<file path="src/rtl/pipelined_adder_pkg.sv">
// Shared constants, slice-width helper and stage register type for pipelined_adder.
package pipe_add_pkg;

  localparam int unsigned DefWidth  = 16;
  localparam int unsigned DefStages = 4;
  // Upper bound on WIDTH, so one packed stage type can serve every instance.
  localparam int unsigned MaxWidth  = 64;

  function automatic int unsigned slice_width(int unsigned width, int unsigned stages);
    return width / stages;
  endfunction

  // Operands travel alongside the partial sum until their slice is consumed.
  typedef struct packed {
    logic                v;
    logic                c;
    logic                msb_c;
    logic [MaxWidth-1:0] s;
    logic [MaxWidth-1:0] a;
    logic [MaxWidth-1:0] b;
  } stage_t;

endpackage

</file>
<file path="src/rtl/pipelined_adder_if.sv">
// Operand/result handshake bundle for pipelined_adder; ovf exists only with PIPE_ADD_OVF_EN.
interface pipelined_adder_if #(
  parameter int unsigned WIDTH = 16
);
  logic             in_valid;
  logic             in_ready;
  logic [WIDTH-1:0] a;
  logic [WIDTH-1:0] b;
  logic             cin;
  logic             out_valid;
  logic             out_ready;
  logic [WIDTH-1:0] sum;
  logic             cout;
`ifdef PIPE_ADD_OVF_EN
  logic             ovf;
`endif

  modport slave (
    input  in_valid, a, b, cin, out_ready,
    output in_ready, out_valid, sum, cout
`ifdef PIPE_ADD_OVF_EN
    , output ovf
`endif
  );

  modport master (
    output in_valid, a, b, cin, out_ready,
    input  in_ready, out_valid, sum, cout
`ifdef PIPE_ADD_OVF_EN
    , input ovf
`endif
  );
endinterface

</file>
<file path="src/rtl/pipelined_adder_add_slice.sv">
// Combinational ripple-carry adder for one pipeline slice; also exposes carry into its MSB.
module add_slice #(
  parameter int unsigned Width = 4
) (
  input  logic [Width-1:0] i_a,
  input  logic [Width-1:0] i_b,
  input  logic             i_cin,
  output logic [Width-1:0] o_s,
  output logic             o_cout,
  output logic             o_cmsb
);
  logic w_carry;

  always_comb begin
    w_carry = i_cin;
    o_s     = '0;
    o_cmsb  = i_cin;
    for (int i = 0; i < int'(Width); i++) begin
      if (i == int'(Width) - 1) o_cmsb = w_carry;
      o_s[i]  = i_a[i] ^ i_b[i] ^ w_carry;
      w_carry = (i_a[i] & i_b[i]) | (w_carry & (i_a[i] ^ i_b[i]));
    end
    o_cout = w_carry;
  end
endmodule

</file>
<file path="src/rtl/pipelined_adder.sv">
// Pipelined ripple-carry adder: one SLICE-bit ripple per stage, global stall on back-pressure.
// Define PIPE_ADD_OVF_EN to add the registered signed-overflow output.
module pipelined_adder
  import pipe_add_pkg::*;
#(
  parameter int unsigned WIDTH  = DefWidth,
  parameter int unsigned STAGES = DefStages
) (
  input logic               clk,
  input logic               rst_n,
  pipelined_adder_if.slave  bus
);
  localparam int unsigned Slice = slice_width(WIDTH, STAGES);

  if (STAGES == 0 || WIDTH > MaxWidth || (WIDTH % STAGES) != 0) begin : g_bad_cfg
    $error("pipelined_adder: unsupported WIDTH/STAGES combination");
  end

  stage_t           r_stage      [STAGES];
  stage_t           w_next       [STAGES];
  logic [WIDTH-1:0] w_a_src      [STAGES];
  logic [WIDTH-1:0] w_b_src      [STAGES];
  logic [WIDTH-1:0] w_s_src      [STAGES];
  logic             w_c_src      [STAGES];
  logic             w_v_src      [STAGES];
  logic [Slice-1:0] w_slice_s    [STAGES];
  logic             w_slice_c    [STAGES];
  logic             w_slice_cmsb [STAGES];
  logic [STAGES-1:0] w_unused_stage;
  logic             w_unused;
  logic             w_adv;
  stage_t           w_last;

  assign w_last = r_stage[STAGES-1];
  assign w_adv  = !w_last.v || bus.out_ready;

  for (genvar k = 0; k < int'(STAGES); k++) begin : g_stage
    if (k == 0) begin : g_head
      assign w_a_src[k] = bus.a;
      assign w_b_src[k] = bus.b;
      assign w_s_src[k] = '0;
      assign w_c_src[k] = bus.cin;
      assign w_v_src[k] = bus.in_valid;
    end else begin : g_body
      assign w_a_src[k] = r_stage[k-1].a[WIDTH-1:0];
      assign w_b_src[k] = r_stage[k-1].b[WIDTH-1:0];
      assign w_s_src[k] = r_stage[k-1].s[WIDTH-1:0];
      assign w_c_src[k] = r_stage[k-1].c;
      assign w_v_src[k] = r_stage[k-1].v;
    end

    add_slice #(
      .Width (Slice)
    ) u_add_slice (
      .i_a    (w_a_src[k][k*Slice +: Slice]),
      .i_b    (w_b_src[k][k*Slice +: Slice]),
      .i_cin  (w_c_src[k]),
      .o_s    (w_slice_s[k]),
      .o_cout (w_slice_c[k]),
      .o_cmsb (w_slice_cmsb[k])
    );

    // Consumed operand bits and the full last-stage operands are dead by design.
    assign w_unused_stage[k] = ^{r_stage[k], w_slice_cmsb[k]};
  end

  assign w_unused = ^w_unused_stage;

  always_comb begin
    for (int k = 0; k < int'(STAGES); k++) begin
      w_next[k]                      = '0;
      w_next[k].a[WIDTH-1:0]         = w_a_src[k];
      w_next[k].b[WIDTH-1:0]         = w_b_src[k];
      w_next[k].s[WIDTH-1:0]         = w_s_src[k];
      w_next[k].s[k*Slice +: Slice]  = w_slice_s[k];
      w_next[k].c                    = w_slice_c[k];
      w_next[k].v                    = w_v_src[k];
`ifdef PIPE_ADD_OVF_EN
      if (k == int'(STAGES) - 1) w_next[k].msb_c = w_slice_cmsb[k];
`endif
    end
  end

  always_ff @(posedge clk or negedge rst_n) begin
    if (!rst_n) begin
      for (int k = 0; k < int'(STAGES); k++) r_stage[k] <= '0;
    end else if (w_adv) begin
      for (int k = 0; k < int'(STAGES); k++) r_stage[k] <= w_next[k];
    end
  end

  assign bus.in_ready  = w_adv;
  assign bus.out_valid = w_last.v;
  assign bus.sum       = w_last.s[WIDTH-1:0];
  assign bus.cout      = w_last.c;
`ifdef PIPE_ADD_OVF_EN
  assign bus.ovf       = w_last.msb_c ^ w_last.c;
`endif
endmodule

</file>
<file path="src/flat_wrapper.sv">
// flat-port wrapper written by rule: the top's interface ports become plain ports
module pipelined_adder_flat import pipe_add_pkg::*;
#(
  parameter int unsigned WIDTH  = DefWidth,
  parameter int unsigned STAGES = DefStages
)
  (clk, rst_n, bus_in_valid, bus_a, bus_b, bus_cin, bus_out_ready, bus_in_ready, bus_out_valid, bus_sum, bus_cout);
  pipelined_adder_if #(.WIDTH(WIDTH)) bus_i ();
  input logic clk;
  input logic rst_n;
  input wire logic [$bits(bus_i.in_valid)-1:0] bus_in_valid;
  input wire logic [$bits(bus_i.a)-1:0] bus_a;
  input wire logic [$bits(bus_i.b)-1:0] bus_b;
  input wire logic [$bits(bus_i.cin)-1:0] bus_cin;
  input wire logic [$bits(bus_i.out_ready)-1:0] bus_out_ready;
  output wire logic [$bits(bus_i.in_ready)-1:0] bus_in_ready;
  output wire logic [$bits(bus_i.out_valid)-1:0] bus_out_valid;
  output wire logic [$bits(bus_i.sum)-1:0] bus_sum;
  output wire logic [$bits(bus_i.cout)-1:0] bus_cout;
  assign bus_i.in_valid = bus_in_valid;
  assign bus_i.a = bus_a;
  assign bus_i.b = bus_b;
  assign bus_i.cin = bus_cin;
  assign bus_i.out_ready = bus_out_ready;
  assign bus_in_ready = bus_i.in_ready;
  assign bus_out_valid = bus_i.out_valid;
  assign bus_sum = bus_i.sum;
  assign bus_cout = bus_i.cout;
  pipelined_adder #(.WIDTH(WIDTH), .STAGES(STAGES)) u_core (.clk(clk), .rst_n(rst_n), .bus(bus_i));
endmodule
</file>
<file path="config.mk">
export PLATFORM = sky130hd
export DESIGN_NAME = pipelined_adder_flat
export DESIGN_NICKNAME = d
export VERILOG_FILES = /design/src/rtl/pipelined_adder_pkg.sv /design/src/rtl/pipelined_adder_if.sv /design/src/rtl/pipelined_adder_add_slice.sv /design/src/rtl/pipelined_adder.sv /design/src/flat_wrapper.sv
export SDC_FILE = /design/constraint.sdc
export NUM_CORES = 1
export LEC_CHECK = 0
export ABC_AREA = 1
export CAP_MARGIN = 20
export CORE_UTILIZATION = 52
export DETAILED_ROUTE_END_ITERATION = 16
export PLACE_DENSITY_LB_ADDON = 0.15
export SYNTH_ARGS = -nofsm -noshare
export SYNTH_HDL_FRONTEND = slang
export SYNTH_SLANG_ARGS = --single-unit
</file>
<file path="constraint.sdc">
create_clock -name clk -period 2.9 [get_ports clk]
set_input_delay 0.29 -clock clk [delete_from_list [all_inputs] [get_ports clk]]
set_output_delay 0.29 -clock clk [all_outputs]
set_load 0.05 [all_outputs]
</file>
==> flow_metrics.py, run 1 <==
metrics = {
    "synth": {
        "synth_top_area_share_pct": 54.6,
        "yosysTopAreaCell": "dfrtp_1",
        "synthAdderAreaFrac_pct": 7.29,
        "syn-cell-area_um2": 4400,
        "yosysSeqAreaShare_pct": 54.6,
        "synth_compound_area_share_pct": 0,
        "synth-xor-area-share_pct": 0,
        "synth_cells": 488,
        "synth.distinct_cells": 11,
        "yosys.area_share.simple_pct": 27.4,
        "syn_area_per_cell_um2": 9.01,
        "yosysWarnings": 0,
        "synth_top_family_by_area": "simple AND/OR/NAND/NOR gates",
        "synthMuxAreaShare_pct": 0,
        "yosys-top-cells-area": "dfrtp_1 (55%), nand2_1 (16%), nand3_1 (11%)",
        "synth_fp_nets": 541,
        "synth_seq_cells": 96,
    },
    "critical_path": {
        "worstPathArrival_ns": 2.56,
        "cp_max_fo": 2,
        "required_ns": 3.18,
        "path_class": "flop to flop",
        "critPathCaptureType": "flop",
        "reg2regPathDepth": 10,
        "worst_setup_path_start_kind": "flop",
    },
    "floorplan": {
        "fp.coreArea_um2": 8220,
        "start_util_pct": 53.5,
        "pin_count": 56,
        "die_w_um": 94.0,
        "die_y_um": 94.0,
        "core.rowCount": 33,
        "dieArea_um2": 8830,
    },
    "global_routing": {
        "grt_overflow_total": 0,
        "grt_pass1_vias": 2991,
        "grt_start_max_net_pins": 96,
        "grt_pass1_wl_um": 13600,
        "grt_usage_pct": 19.9,
        "antenna_found_initial": 0,
    },
    "run_status": {
        "outcome": "completed",
    },
    "drt": {
        "drtAntennaViolNets": 0,
        "routedWlPerCell_um": 12.4,
        "drc": 0,
        "drt_wl_total_um": 7710,
        "vias_per_cell": 4.88,
        "vias": 3042,
        "first_iter_violations": 183,
        "drtPass1Iterations": 4,
    },
    "layout": {
        "antennaDiodeCount": 0,
        "nFillCells": 747,
        "drive_above_1_share_pct": 5.02,
        "fin_area_um2": 4980,
        "layout_common_cells": "nand2_1 (191), nand3_1 (95), dfrtp_1 (95)",
        "fin_cells": 623,
        "area_delta_synth_final_pct": 13.3,
        "fin_nets": 566,
        "layout_commonest_cell": "nand2_1",
    },
    "clock_network": {
        "clk_pin_slew_ns": 0.09,
        "cts_root_buf": "clkbuf_8",
        "insertion_delay_ns": 0.35,
        "cts_resized": 0,
        "cts_made_buffers": 9,
        "cts_tree": "done",
        "post_cts_buffers": 0,
        "h-tree-depth": 3,
        "clock_sinks": 96,
        "ctsHoldBuffers": 0,
        "cts_buffer_depth": 2,
    },
    "timing": {
        "clock.fmax_ghz": 0.439,
        "slew_headroom_pct": 36.1,
        "setup_violations": 0,
        "fin_crit_ns": 2.28,
        "worst_pin_slew_ns": 0.958,
        "skew_ns": 0.00637,
        "fin_crit_sh_pct": 78.5,
        "fin_tns_setup_ns": 0,
        "rsz0062_at_grt": "no",
        "slew_viol_final": 0,
        "holdWs_ns": 0.0864,
        "hold_violations": 0,
    },
    "worst_hold_path": {
        "min-delay-path-class": "primary input to async pin",
    },
    "pwr": {
        "peakVddDrop_v": 0.000506,
        "p_per_area_nw_per_um2": 1050,
        "p_leak_uw": 0.00263,
    },
    "flow_run": {
        "max_cap_violations": 0,
    },
    "placement": {
        "gp_congestion": 0.744,
        "hpwl_um": 4610,
        "port_buffers": 55,
        "dp.cells": 607,
        "placed_cell_area_um2": 4810,
    },
}
[Yosys cell counts, drive strengths merged]
master,instances
buf,44
clkbuf,3
dfrtp,96
fa,16
inv,42
nand2,192
nand3,95
[kinds of logic after synthesis]
group,after synthesis
and+or+nand+nor,287
adders and majority gates,16
buffers and inverters,89
DFF,96
[worst max-delay path, stage by stage, from the launching register on]
cell,delay [ns]
dfrtp_1,0.41
fa_1,0.42
inv_1,0.08
fa_1,0.17
inv_1,0.05
fa_1,0.40
inv_1,0.08
fa_1,0.38
inv_1,0.07
nand2_1,0.06
nand2_1,0.08
[metal layers]
| metal | routed length (µm) | GRT usage (%) | up-vias |
|---|---|---|---|
| li1 | - | - | 1537 |
| met1 | 3840 | 27.5 | 1439 |
| met2 | 3530 | 31.6 | 54 |
| met3 | 213 | 2.91 | 12 |
| met4 | 127 | 7.95 | 0 |
| met5 | 0 | 0 | - |
[metrics by stage]
step	util, %	total power [µW]	setup slack [ns]
after floorplan	-	4080	0.769
after global placement	58.5	4460	0.440
after CTS	60.6	5310	0.595
after detailed placement	58.5	4520	0.372
after global routing	60.6	5720	0.442
final	60.6	5250	0.624
[registers in the layout, indices dropped and copies added (netlist names)]
| register | flops |
|---|---|
| u_core.bus.cout | 1 |
| u_core.bus.out_valid | 1 |
| u_core.bus.sum | 16 |
| u_core.r_stage | 78 |
[final timing paths]
| kind | end | slack, ns | startpoint |
|---|---|---|---|
| max | u_core.r_stage[525] | 0.62 | u_core.r_stage[653] |
| min | u_core.r_stage[324] | 0.09 | rst_n |
| max reg2reg | u_core.r_stage[525] | 0.62 | u_core.r_stage[653] |
| min reg2reg | u_core.r_stage[328] | 0.47 | u_core.r_stage[523] |
| max in group asynchronous | u_core.r_stage[592] | 1.98 | rst_n |
| min in group clk | u_core.r_stage[659] | 0.46 | bus_a[10] |
[area by class of cell]
class / instances / area, µm² / share of cell area [%]
multi-input cells: 303 / 1520 / 30.6
repair buffers: 61 / 591 / 11.9
clock buffers: 11 / 141 / 2.84
well taps: 105 / 131 / 2.64
flip-flops and latches: 96 / 2400 / 48.3
inverters: 42 / 158 / 3.17
clock inverters: 5 / 32.5 / 0.653
[where the power goes]
group | total [µW] | switching [µW] | internal, µW
Sequential | 2240 | 330 | 1910
Combinational | 2230 | 1450 | 774
Clock | 780 | 447 | 333
Total | 5250 | 2230 | 3020
Note: power is estimated with default switching activity, not from simulation.
==> run 2, diff against run 1 <==
--- a/config.mk
+++ b/config.mk
@@ -7,7 +7,7 @@
 export LEC_CHECK = 0
 export ABC_AREA = 1
 export CAP_MARGIN = 20
-export CORE_UTILIZATION = 52
+export CORE_UTILIZATION = 50
 export DETAILED_ROUTE_END_ITERATION = 16
 export PLACE_DENSITY_LB_ADDON = 0.15
 export SYNTH_ARGS = -nofsm -noshare
==> constraint.sdc (replaced) <==
create_clock -name clk -period 2 [get_ports clk]
set_input_delay 0.2 -clock clk [delete_from_list [all_inputs] [get_ports clk]]
set_output_delay 0.2 -clock clk [all_outputs]
set_load 0.05 [all_outputs]
==> flow_metrics.py, run 2 (synthesis gave the netlist of run 1 again) <==
metrics = {
    "global_routing": {
        "grt_overflow_total": 0,
        "grt_usage_pct": 19.8,
        "grt_start_max_net_pins": 96,
        "grt_pass1_wl_um": 13900,
        "antenna_found_initial": 0,
        "grt_pass1_vias": 3083,
    },
    "floorplan": {
        "start_util_pct": 52.5,
        "die_y_um": 95.8,
        "dieArea_um2": 9170,
        "core.rowCount": 33,
        "pin_count": 56,
        "fp.coreArea_um2": 8380,
        "die_w_um": 95.8,
    },
    "pwr": {
        "p_leak_uw": 0.00268,
        "p_seq_share_pct": 41.4,
        "p_comb_share_pct": 42.6,
        "p_sw_share_pct": 41.8,
        "p_sw_uw": 3300,
        "cell_internal_pwr_uw": 4580,
        "p_per_area_nw_per_um2": 1540,
        "clkPwrFrac_pct": 16.0,
        "power_uw": 7880,
        "peakVddDrop_v": 0.000599,
    },
    "placement": {
        "gp_congestion": 0.748,
        "port_buffers": 55,
        "hpwl_um": 4870,
        "dpl_worst_slack_ns": -0.431,
    },
    "critical_path": {
        "worstSetupPathDepth": 10,
        "worst_setup_path_start_kind": "flop",
        "crit_chain": "fa_2 > inv_2 > fa_2 > inv_2 > fa_2 > inv_2 > fa_1 > inv_1 > nand2_1 > nand2_1",
        "max_stage_delay_ns": 0.41,
        "path_delay_family": "adder cells",
        "r2r_setup_slack_ns": -0.1,
        "cp_slowest_cell": "dfrtp_1",
        "critPathCaptureType": "flop",
        "reg2regPathDepth": 10,
        "path_class": "flop to flop",
        "cp_max_fo": 2,
        "cp_num_buf_inv": 4,
        "r2r_start": "u_core.r_stage[388]",
        "required_ns": 2.30,
        "setup.worst_path.start": "u_core.r_stage[388]",
        "worstPathArrival_ns": 2.39,
    },
    "timing": {
        "holdWs_ns": 0.334,
        "worst_slack_ns": -0.0963,
        "worst_pin_slew_ns": 0.634,
        "skew_ns": 0.00722,
        "hold_violations": 0,
        "fin_crit_sh_pct": 105,
        "rsz0062_at_grt": "yes",
        "clock.fmax_ghz": 0.477,
        "slew_viol_final": 0,
        "fin_crit_ns": 2.10,
        "slew_headroom_pct": 57.7,
        "setup_violations": 3,
    },
    "clock_network": {
        "h-tree-depth": 3,
        "cts_tree": "done",
        "clk_pin_slew_ns": 0.09,
        "insertion_delay_ns": 0.35,
        "cts_root_buf": "clkbuf_8",
        "cts_made_buffers": 9,
        "clock_sinks": 96,
        "cts_buffer_depth": 2,
    },
    "drt": {
        "first_iter_violations": 114,
        "drtPass1Iterations": 4,
        "drt_wl_total_um": 7920,
        "drc": 0,
        "routedWlPerCell_um": 12.6,
        "vias": 3109,
        "vias_per_cell": 4.94,
        "drtAntennaViolNets": 0,
    },
    "layout": {
        "area_delta_synth_final_pct": 16.5,
        "layout_commonest_cell": "nand2_1",
        "top_register": "u_core.r_stage",
        "nFillCells": 738,
        "largest_reg_flops": 78,
        "fin_nets": 572,
        "layout_common_cells": "nand2_1 (191), nand3_1 (95), dfrtp_1 (95)",
        "antennaDiodeCount": 0,
        "drive_above_1_share_pct": 9.92,
    },
    "run_status": {
        "outcome": "complete, but fails checks",
        "failed_checks": "negative setup slack",
    },
    "flow_run": {
        "max_cap_violations": 0,
    },
    "worst_hold_path": {
        "min-delay-path-class": "primary input to async pin",
    },
}
-- run 2: final cells by class --
type | count | area [µm²] | share of cell area, %
well taps | 105 | 131 | 2.57
flip-flops and latches | 96 | 2400 | 46.9
inverters | 42 | 158 | 3.08
clock buffers | 9 | 124 | 2.42
clock inverters | 7 | 72.6 | 1.42
multi-input cells | 303 | 1550 | 30.2
repair buffers | 67 | 683 | 13.3
-- run 2: path summary, 6_finish.rpt --
check	end
setup / recovery	u_core.bus.sum[15]
hold / removal	u_core.r_stage[715]
setup reg to reg	u_core.bus.sum[15]
hold reg to reg	u_core.r_stage[401]
max in group asynchronous	u_core.r_stage[657]
min in group clk	u_core.r_stage[598]
-- run 2: power groups by stage --
stage               registers (µW)  clock network [µW]  logic (µW)
floorplan                     3240                   0        2740
global placement              3280                   0        3320
finish                        3260                1260        3360
CTS                           3260                1290        3390
detailed placement            3310                   0        3370
global route                  3370                1370        3830
-- run 2: metrics by stage --
step / area (µm²) / instances / util (%) / TNS, ns
after floorplan: 4420 / 488 / - / -0.00553
after global routing: 5120 / 629 / 61.1 / -0.529
after global placement: 4900 / 610 / 58.5 / -0.746
after CTS: 5100 / 627 / 60.9 / -0.302
final: 5120 / 629 / 61.1 / -0.252
after detailed placement: 4900 / 610 / 58.5 / -0.899
-- run 2: repair_timing --
item	4_1_cts	5_1_grt
resized for setup	3	1
endpoints found under the setup margin	4	4
gates cloned	0	0
pin swaps	3	2
setup buffers	0	2
hold endpoints to repair	33	0
hold buffers	1	0
-- run 2: metal layers --
metal / vias up / track usage (%) / wire length, µm
li1: 1544 / - / -
met1: 1506 / 25.8 / 3730
met2: 51 / 33.2 / 3860
met3: 8 / 3.48 / 233
met4: 0 / 7.34 / 95
met5: - / 0 / 0
==> run 3, diff against run 2 <==
--- a/config.mk
+++ b/config.mk
@@ -9,6 +9,7 @@
 export CAP_MARGIN = 20
 export CORE_UTILIZATION = 50
 export DETAILED_ROUTE_END_ITERATION = 16
+export GPL_TIMING_DRIVEN = 0
 export PLACE_DENSITY_LB_ADDON = 0.15
 export SYNTH_ARGS = -nofsm -noshare
 export SYNTH_HDL_FRONTEND = slang
==> flow_metrics.py, run 3 (synthesis gave the netlist of run 1 again) <==
metrics = {
    "global_routing": {
        "grt_pass1_vias": 3318,
        "antenna_found_initial": 0,
        "grt_usage_pct": 23.3,
        "grt_pass1_wl_um": 15800,
        "grt_start_max_net_pins": 63,
        "grt_overflow_total": 0,
    },
    "floorplan": {
        "die_w_um": 95.8,
        "die_y_um": 95.8,
        "fp.coreArea_um2": 8380,
        "dieArea_um2": 9170,
        "pin_count": 56,
        "start_util_pct": 52.5,
        "core.rowCount": 33,
    },
    "timing": {
        "slew_viol_final": 0,
        "worst_pin_slew_ns": 0.498,
        "fin_crit_ns": 2.11,
        "fin_tns_setup_ns": -0.284,
        "skew_ns": 0.0100,
        "rsz0062_at_grt": "yes",
        "worst_slack_ns": -0.110,
        "clock.fmax_ghz": 0.474,
        "setup_violations": 3,
        "hold_violations": 0,
        "fin_crit_sh_pct": 105,
        "slew_headroom_pct": 66.7,
    },
    "drt": {
        "routedWlPerCell_um": 13.8,
        "vias_per_cell": 4.99,
        "drtPass1Iterations": 4,
        "first_iter_violations": 163,
        "drt_wl_total_um": 9210,
        "vias": 3339,
        "drc": 0,
        "drtAntennaViolNets": 0,
    },
    "critical_path": {
        "crit_chain": "fa_2 > inv_2 > fa_2 > inv_2 > fa_2 > inv_2 > fa_1 > inv_1 > nand2_1 > nand2_1",
        "cp_num_buf_inv": 4,
        "cp_slowest_cell": "dfrtp_1",
        "required_ns": 2.30,
        "max_stage_delay_ns": 0.41,
        "critPathCaptureType": "flop",
        "worstPathArrival_ns": 2.41,
        "worst_setup_path_start_kind": "flop",
        "path_class": "flop to flop",
        "path_delay_family": "adder cells",
        "cp_max_fo": 2,
    },
    "placement": {
        "hpwl_um": 6550,
        "gp_congestion": 0.785,
        "port_buffers": 55,
    },
    "layout": {
        "largest_reg_flops": 78,
        "layout_common_cells": "nand2_1 (191), dfrtp_1 (96), nand3_1 (95)",
        "fin_nets": 612,
        "layout_commonest_cell": "nand2_1",
        "area_delta_synth_final_pct": 22.5,
        "antennaDiodeCount": 0,
        "fin_util_pct": 64.2,
        "top_register": "u_core.r_stage",
        "nFillCells": 719,
        "drive_above_1_share_pct": 15.8,
    },
    "worst_hold_path": {
        "min-delay-path-class": "primary input to flop",
    },
    "run_status": {
        "outcome": "complete, but fails checks",
        "failed_checks": "negative setup slack",
    },
    "flow_run": {
        "max_cap_violations": 0,
    },
    "clock_network": {
        "clock_sinks": 96,
        "cts_made_buffers": 9,
        "clk_pin_slew_ns": 0.09,
        "h-tree-depth": 3,
        "cts_tree": "done",
        "cts_root_buf": "clkbuf_8",
        "cts_buffer_depth": 2,
        "insertion_delay_ns": 0.36,
    },
    "pwr": {
        "p_leak_uw": 0.00286,
        "power_uw": 8510,
        "p_per_area_nw_per_um2": 1580,
        "peakVddDrop_v": 0.000684,
    },
}
## run 3: worst min-delay path, delay by kind of cell
kind	cells	cell delay (ns)
fa+ha+maj	1	0.23
buf+inv	1	0.11
simple gates	2	0.10
## run 3: final cells by class
cell class	instances	area (µm²)	share of cell area, %
timing repair buffer	60	611	11.3
buffer	47	313	5.81
multi-input combinational	303	1550	28.8
clock inverter	7	95.1	1.77
inverter	42	158	2.93
tap	105	131	2.44
sequential	96	2400	44.6
clock buffer	9	124	2.30
## run 3: path summary, 6_finish.rpt
kind / from / endpoint / slack [ns] / cells past startpoint
min reg2reg: u_core.r_stage[389] / u_core.bus.out_valid / 0.48 / 2
max reg2reg: u_core.r_stage[462] / u_core.r_stage[334] / -0.11 / 10
max: u_core.r_stage[462] / u_core.r_stage[334] / -0.11 / 10
min: bus_b[0] / u_core.r_stage[713] / 0.32 / 4
min in group asynchronous: rst_n / u_core.bus.out_valid / 0.34 / 2
max in group asynchronous: rst_n / u_core.r_stage[271] / 1.01 / 3
## run 3: report_power, final
group	internal (µW)	total, µW	switching [µW]
registers	2780	3290	513
clock network	707	1410	700
logic	1520	3820	2300
total	5010	8510	3510
## run 3: through the flow
stage / setup WS, ns / hold slack, ns / area, µm² / cells
after floorplan: -0.00553 / -0.0956 / 4420 / 488
final: -0.110 / 0.317 / 5390 / 669
after detailed placement: -0.468 / 0.190 / 5130 / 649
after global placement: -2.82 / 0.447 / 5100 / 648
after CTS: -0.115 / 0.345 / 5370 / 667
after global routing: -0.200 / 0.325 / 5390 / 669
## run 3: what timing repair did
item | 4_1_cts | 5_1_grt
setup buffers | 1 | 2
endpoints found under the hold margin | 34 | 0
pin swaps | 4 | 2
hold buffers | 1 | 0
endpoints found under the setup margin | 5 | 5
gates cloned | 0 | 0
gates resized for setup | 6 | 3
## run 3: routing by layer
layer | track usage [%] | routed length, µm | part of all wire (%) | up-vias
met5 | 0 | 0 | 0 | -
met4 | 6.47 | 105 | 1.1 | 0
met3 | 5.06 | 524 | 5.7 | 12
met2 | 40.1 | 4660 | 51 | 84
met1 | 29.9 | 3920 | 43 | 1616
li1 | - | - | - | 1627
